## config.mk

```make
export PLATFORM = sky130hd
export DESIGN_NAME = fpdiv_core
export DESIGN_NICKNAME = d
export VERILOG_FILES = /design/src/rtl/fpdiv_core_pkg.sv /design/src/rtl/fpdiv_exponent.sv /design/src/rtl/fpdiv_core.sv
export SDC_FILE = /design/constraint.sdc
export NUM_CORES = 1
export LEC_CHECK = 0
export CAP_MARGIN = 30
export CELL_PAD_IN_SITES_DETAIL_PLACEMENT = 1
export CELL_PAD_IN_SITES_GLOBAL_PLACEMENT = 1
export CORE_ASPECT_RATIO = 1.25
export CORE_MARGIN = 1
export CORE_UTILIZATION = 37
export DETAILED_ROUTE_END_ITERATION = 16
export PLACE_DENSITY = 0.86
export SYNTH_ARGS = -nofsm -noshare
export SYNTH_HDL_FRONTEND = slang
export SYNTH_SLANG_ARGS = --single-unit
```

## constraint.sdc

```tcl
create_clock -name clk -period 3.6 [get_ports clk]
set_input_delay 0.72 -clock clk [delete_from_list [all_inputs] [get_ports clk]]
set_output_delay 0.72 -clock clk [all_outputs]
set_load 0.005 [all_outputs]
```

## src/rtl/fpdiv_core_pkg.sv

```systemverilog
// Shared constants and FSM state type for the FP divide significand/exponent core.
package fpdiv_core_pkg;

  // Default exponent width (2's complement) and exponent bias of the FP format.
  localparam int unsigned WEXPSUM = 10;
  localparam int unsigned BIAS    = 127;

  // Divider control states; encodings are fixed so they match the rest of the FP path.
  typedef enum logic [1:0] {
    ST_IDLE = 2'd0,
    ST_DIV  = 2'd1,
    ST_DONE = 2'd2
  } fpdiv_state_e;

endpackage

```

## src/rtl/fpdiv_exponent.sv

```systemverilog
// Combinational exponent-difference stage of the divide path: the counterpart of
// the multiplier's exponent-sum stage. Result wraps modulo 2^WEXPSUM; range
// checking is left to the downstream rounder.
module fpdiv_exponent
  import fpdiv_core_pkg::*;
#(
  parameter int unsigned WEXPSUM = fpdiv_core_pkg::WEXPSUM,
  parameter int unsigned BIAS    = fpdiv_core_pkg::BIAS
) (
  input  logic [WEXPSUM-1:0] expa,
  input  logic [WEXPSUM-1:0] expb,
  input  logic               lessthanone,
  output logic [WEXPSUM-1:0] expdiff,
  output logic               tiny
);

  localparam logic [WEXPSUM-1:0] BIAS_V = WEXPSUM'(BIAS);

  // expdiff = expa - expb + BIAS - lessthanone; tiny flags zero or negative results.
  always_comb begin
    expdiff = expa - expb + BIAS_V - {{(WEXPSUM-1){1'b0}}, lessthanone};
    tiny    = ~|expdiff[WEXPSUM-2:0] | expdiff[WEXPSUM-1];
  end

endmodule

```

## src/rtl/fpdiv_core.sv

```systemverilog
// Iterative restoring significand divider with exponent-difference unit.
// One quotient bit retires per clock; WSIG+2 quotient bits are developed so the
// result can be normalized by at most one place and still keep a guard bit.
module fpdiv_core
  import fpdiv_core_pkg::*;
#(
  parameter int unsigned WSIG    = 24,
  parameter int unsigned WEXPSUM = fpdiv_core_pkg::WEXPSUM,
  parameter int unsigned BIAS    = fpdiv_core_pkg::BIAS
) (
  input  logic               clk,
  input  logic               rst_n,
  input  logic               in_valid,
  output logic               in_ready,
  input  logic [WSIG-1:0]    ma,
  input  logic [WSIG-1:0]    mb,
  input  logic [WEXPSUM-1:0] expa,
  input  logic [WEXPSUM-1:0] expb,
  output logic               out_valid,
  input  logic               out_ready,
  output logic [WSIG-1:0]    mant,
  output logic               guard,
  output logic               sticky,
  output logic [WEXPSUM-1:0] expdiff,
  output logic               tiny,
  output logic               divzero
);

  localparam int unsigned QW = WSIG + 2;
  localparam int unsigned CW = $clog2(WSIG + 3);
  localparam logic [CW-1:0] LAST_CNT = CW'(WSIG + 2);

  fpdiv_state_e        state_q, state_d;
  logic [WSIG-1:0]     mb_q, mb_d;
  logic [WEXPSUM-1:0]  expa_q, expa_d;
  logic [WEXPSUM-1:0]  expb_q, expb_d;
  logic [WSIG:0]       rem_q, rem_d;
  logic [QW-1:0]       quo_q, quo_d;
  logic [CW-1:0]       cnt_q, cnt_d;
  logic [WSIG-1:0]     mant_q, mant_d;
  logic                guard_q, guard_d;
  logic                sticky_q, sticky_d;
  logic [WEXPSUM-1:0]  expdiff_q, expdiff_d;
  logic                tiny_q, tiny_d;
  logic                divzero_q, divzero_d;

  logic [WSIG:0]       diff;
  logic [WSIG:0]       keep;
  logic                lessthanone;
  logic [WEXPSUM-1:0]  exp_c;
  logic                tiny_c;

  // Quotient below one needs a one-place normalize; a zero divisor never normalizes.
  always_comb begin
    lessthanone = mb_q[WSIG-1] ? ~quo_q[QW-1] : 1'b0;
  end

  fpdiv_exponent #(
    .WEXPSUM (WEXPSUM),
    .BIAS    (BIAS)
  ) u_exponent (
    .expa        (expa_q),
    .expb        (expb_q),
    .lessthanone (lessthanone),
    .expdiff     (exp_c),
    .tiny        (tiny_c)
  );

  // Trial subtraction: the top bit of the WSIG+1-bit difference is the borrow.
  always_comb begin
    diff = rem_q - {1'b0, mb_q};
    keep = diff[WSIG] ? rem_q : diff;
  end

  // Next-state logic for the FSM, datapath shift registers and result registers.
  // The divisor check happens on the first DIV cycle (operands already registered),
  // which gives the zero-divisor path one cycle of latency and the normal path
  // WSIG+3 cycles: WSIG+2 iterations plus the normalize/commit cycle.
  always_comb begin
    state_d   = state_q;
    mb_d      = mb_q;
    expa_d    = expa_q;
    expb_d    = expb_q;
    rem_d     = rem_q;
    quo_d     = quo_q;
    cnt_d     = cnt_q;
    mant_d    = mant_q;
    guard_d   = guard_q;
    sticky_d  = sticky_q;
    expdiff_d = expdiff_q;
    tiny_d    = tiny_q;
    divzero_d = divzero_q;

    unique case (state_q)
      ST_IDLE: begin
        if (in_valid) begin
          state_d = ST_DIV;
          mb_d    = mb;
          expa_d  = expa;
          expb_d  = expb;
          rem_d   = {1'b0, ma};
          quo_d   = '0;
          cnt_d   = '0;
        end
      end
      ST_DIV: begin
        if (!mb_q[WSIG-1]) begin
          state_d   = ST_DONE;
          mant_d    = '1;
          guard_d   = 1'b0;
          sticky_d  = 1'b0;
          expdiff_d = exp_c;
          tiny_d    = tiny_c;
          divzero_d = 1'b1;
        end else if (cnt_q == LAST_CNT) begin
          state_d   = ST_DONE;
          divzero_d = 1'b0;
          expdiff_d = exp_c;
          tiny_d    = tiny_c;
          if (quo_q[QW-1]) begin
            mant_d   = quo_q[QW-1:2];
            guard_d  = quo_q[1];
            sticky_d = quo_q[0] | (|rem_q);
          end else begin
            mant_d   = quo_q[QW-2:1];
            guard_d  = quo_q[0];
            sticky_d = |rem_q;
          end
        end else begin
          quo_d = {quo_q[QW-2:0], ~diff[WSIG]};
          rem_d = {keep[WSIG-1:0], 1'b0};
          cnt_d = cnt_q + CW'(1);
        end
      end
      ST_DONE: begin
        if (out_ready) begin
          state_d = ST_IDLE;
        end
      end
      default: begin
        state_d = ST_IDLE;
      end
    endcase
  end

  // State and datapath registers with synchronous active-low reset.
  always_ff @(posedge clk) begin
    if (!rst_n) begin
      state_q   <= ST_IDLE;
      mb_q      <= '0;
      expa_q    <= '0;
      expb_q    <= '0;
      rem_q     <= '0;
      quo_q     <= '0;
      cnt_q     <= '0;
      mant_q    <= '0;
      guard_q   <= 1'b0;
      sticky_q  <= 1'b0;
      expdiff_q <= '0;
      tiny_q    <= 1'b0;
      divzero_q <= 1'b0;
    end else begin
      state_q   <= state_d;
      mb_q      <= mb_d;
      expa_q    <= expa_d;
      expb_q    <= expb_d;
      rem_q     <= rem_d;
      quo_q     <= quo_d;
      cnt_q     <= cnt_d;
      mant_q    <= mant_d;
      guard_q   <= guard_d;
      sticky_q  <= sticky_d;
      expdiff_q <= expdiff_d;
      tiny_q    <= tiny_d;
      divzero_q <= divzero_d;
    end
  end

  // Handshake flags decode directly from the state register.
  always_comb begin
    in_ready  = (state_q == ST_IDLE);
    out_valid = (state_q == ST_DONE);
    mant      = mant_q;
    guard     = guard_q;
    sticky    = sticky_q;
    expdiff   = expdiff_q;
    tiny      = tiny_q;
    divzero   = divzero_q;
  end

endmodule

```

==> implementation parameters, run 1 <==
Parameter                              Value

Outcome
  Run status ... completed

GRT
  Global-route wire length before repair ... 37.6 mm
  GRT Total Usage ... 22.9%
  Overflow left after global routing ... 0
  Largest net degree at the start of global routing ... 80
  Antenna violations before repair ... 0
  Number of global-route vias before repair ... 7,565

Floorplanning
  Die Y-Extent ... 162 um
  Area of the die ... 21,000 sq um
  Standard-cell row count ... 58
  Die Wd ... 130 um
  Area inside the core boundary ... 20,100 sq um
  I/O pins ... 112
  Initial core utilization ... 37.7%

Route
  Final routed DRC violation total ... 0
  Via/cell ratio ... 5.43
  Antenna-violating nets left ... 0
  Final routed wire length divided by cell count ... 17.3 um
  Total routed wirelength ... 22.9 mm
  Vias ... 7,181
  First-pass iteration count of the detailed router ... 4
  Iteration-0 DRC Markers ... 386

Final layout
  Share of layout cells above drive strength 1 ... 5.99%
  Antenna cell count ... 0
  Relative area change from synthesis to final layout ... 25.7%
  Nets@finish ... 1,164
  Leading cell type in the layout, fill and taps excluded ... sky130_fd_sc_hd__nand2_1
  Top library cells by usage in the layout, fill and taps aside ... sky130_fd_sc_hd__nand2_1 (162), sky130_fd_sc_hd__dfxtp_1 (140), sky130_fd_sc_hd__a21oi_1 (116)
  Fill cell instance count of the final layout ... 2,442
  Utilization after layout ... 47.3%

CTS
  Maximum clock insertion buffer count ... 2
  Clock sink count ... 140
  Clock tree from TritonCTS ... done
  Number of resized instances in the post-cts repair step ... 0
  Hold_buf cts ... 0
  Insertion delay of the later-clocked pin in the worst-skew pair ... 0.43 ns
  Setup bufs post-CTS ... 0
  Clock tree root driver cell ... sky130_fd_sc_hd__clkbuf_16
  Clock transition at the register clock pins on the worst setup and hold paths after CTS ... 0.06 ns
  Number of buffers created by CTS ... 17
  CTS H-Tree Depth ... 4

Synth
  #FFs+latches synth ... 140
  Yosys cell types ... 58
  Total of warnings raised by yosys ... 0
  Avg Cell Area, Syn ... 7.93 sq um
  Total standard cell area after synthesis ... 7570 sq um
  Number of enable flip-flop cells after synthesis ... 0
  Gate Count Post-Synth ... 955
  Dominant synthesized flop cell ... sky130_fd_sc_hd__dfxtp_1
  Fraction of registers with async set/reset ... 0%
  Synthesized netlist net count ... 1,079
  Post-synthesis sequential area ratio ... 37.0%

Setup path
  Data required time at the worst endpoint ... 3.92 ns
  Start-to-end type of the worst setup path ... reg2reg
  Top fanout value on the critical path ... 12
  Crit start category ... flip-flop
  Category of the worst setup path capture point ... flip-flop
  Arrival time at the worst endpoint ... 3.71 ns
  Flop-to-flop setup slack ... 0.21 ns
  Standard cell with the maximum stage delay on the critical path ... sky130_fd_sc_hd__fa_1
  Critical-path cell list ... inv_1 > ha_1 > fa_1 > nand2b_1 > a21oi_4 > o211ai_4 > a31oi_4 > o2111ai_1 > and3_4 > or2_1 > buf_4 > or3_1 > a31o_1
  Worst setup startpoint ... rem_q[0]
  CP max stage delay ... 0.40 ns
  Register-to-Register Path Depth ... 13
  Worst r2r src ... rem_q[0]

Timing
  TNS Setup ... 0 ns
  Final min period ... 3.39 ns
  Slew of the pin with the lowest slew margin ... 0.925 ns
  Count of endpoints failing setup in the final report ... 0
  Achievable clock frequency ... 295 MHz
  Max transition margin ... 38.2%
  Count of final hold-check violations ... 0
  Final-report max-slew violation count ... 0
  Final critical-path share of the clock period ... 94.1%
  Maximum clock skew at final layout ... 0.00934 ns
  Setup repair after global routing missed its margin ... no

Placement
  Count of port buffers added during placement ... 111
  Detail Placement HPWL ... 15.7 mm
  Weighted congestion at the end of routability-driven global placement ... 0.881

Min path
  HP Class ... reg2reg
  Hold path depth ... 2
  Launch point of the worst hold path ... mb_q[14]

Power and ir drop
  Cell area power density ... 523 nW/um^2
  Switching share of total power ... 32.5%
  Sequential fraction of design power ... 34.9%
  Combinational power share ... 28.5%
  Static power due to leakage ... 3.46 nW
  Largest voltage drop on the vdd net ... 0.363 mV
  NetSw ... 1.61 mW
  Part of the total power dissipated in the clock network ... 36.6%
  Total internal power ... 3.36 mW

Job
  Max capacitance violation total ... 0
[area by class of cell]
cell class	instances	area, sq um	area share (%)
multi-input combinational	695	4320	45.4
inverter	57	215	2.26
tap	270	338	3.55
sequential	140	2800	29.5
clock buffer	19	433	4.55
timing repair buffer	129	1250	13.1
clock inverter	12	163	1.71
[sequential cells by signal, indices dropped and copies added (netlist names), 5 cells and up]
name,cells
mant,24
expdiff,10
rem_q,25
expb_q,10
quo_q,26
mb_q,24
expa_q,10
cnt_q,5
[worst max-delay path: cells and delay by family, from the launching register on]
| kind | cells | cell delay, ns |
|---|---|---|
| buffers and inverters | 2 | 0.29 |
| AOI/OAI and AO/OA | 5 | 0.92 |
| and+or+nand+nor | 4 | 1.08 |
| adders and majority gates | 2 | 0.61 |
| DFF | 1 | 0.38 |
[worst paths after layout]
| check | end |
|---|---|
| max | rem_q[12] |
| min | mb_q[14] |
| max reg2reg | rem_q[12] |
| min reg2reg | mb_q[14] |
[synthesized netlist by cell type, drive strengths merged (12+ instances only)]
master,n,area share [%]
ha,49,8.1
a311oi,27,3.2
nor2,53,2.7
dfxtp,140,37
nor3,32,2.1
clkbuf,52,2.6
o31ai,15,1.5
xnor2,17,2.0
mux2i,25,3.3
o211ai,20,2.2
o21ai,23,1.5
nand2,163,8.1
a21o,12,1.2
inv,57,2.8
xor2,15,1.7
a21oi,117,7.8
nand3,48,3.2
[per-layer routing]
metal  global-route usage [%]  vias up  routed length [um]
met1                     26.0     3470                9500
met5                        0        -                   0
met2                     40.8      158               11700
li1                         -     3510                   -
met4                     11.2        0                 702
met3                     3.99       43                 995
[stage by stage]
step	cells	setup slack (ns)	power, mW	hold WS (ns)	instance area [sq um]
4_1_cts	1322	0.189	4.99	0.456	9510
3_3_place_gp	1291	0.326	3.10	0.444	8910
3_5_place_dp	1291	0.224	3.16	0.449	8910
5_1_grt	1322	0.0423	5.22	0.474	9510
2_1_floorplan	955	0.157	2.71	0.436	7570
6_report	1322	0.212	4.97	0.454	9510
[power by group through the flow]
| stage | clock network, mW | logic, mW | registers (mW) |
|---|---|---|---|
| after floorplan | 0 | 0.963 | 1.74 |
| after global placement | 0 | 1.34 | 1.76 |
| after detailed placement | 0 | 1.39 | 1.77 |
| after CTS | 1.84 | 1.42 | 1.73 |
| after global routing | 1.92 | 1.56 | 1.74 |
| final | 1.82 | 1.42 | 1.73 |
[cells by family (layout without fill, tap and decap cells)]
kind of cell             Yosys count  in the layout  share of synthesized area (%)
adder cells (fa/ha/maj)           52             52                           8.89
flip-flops                       140            140                           37.0
AND/OR/NAND/NOR                  342            342                           20.2
buffers and inverters            120            217                           6.27
XOR/XNOR                          32             32                           3.70
multiplexers                      26             26                           3.46
AO/OA/AOI/OAI                    243            243                           20.5
Power figures use the tool's default switching activity.
==> run 2: changes to the inputs <==
--- a/config.mk
+++ b/config.mk
@@ -12,6 +12,7 @@
 export CORE_MARGIN = 1
 export CORE_UTILIZATION = 37
 export DETAILED_ROUTE_END_ITERATION = 16
+export HOLD_SLACK_MARGIN = 0.08
 export PLACE_DENSITY = 0.86
 export SYNTH_ARGS = -nofsm -noshare
 export SYNTH_HDL_FRONTEND = slang
==> results of run 2 <==
Final layout, timing and power as in run 1 (identical DEF).
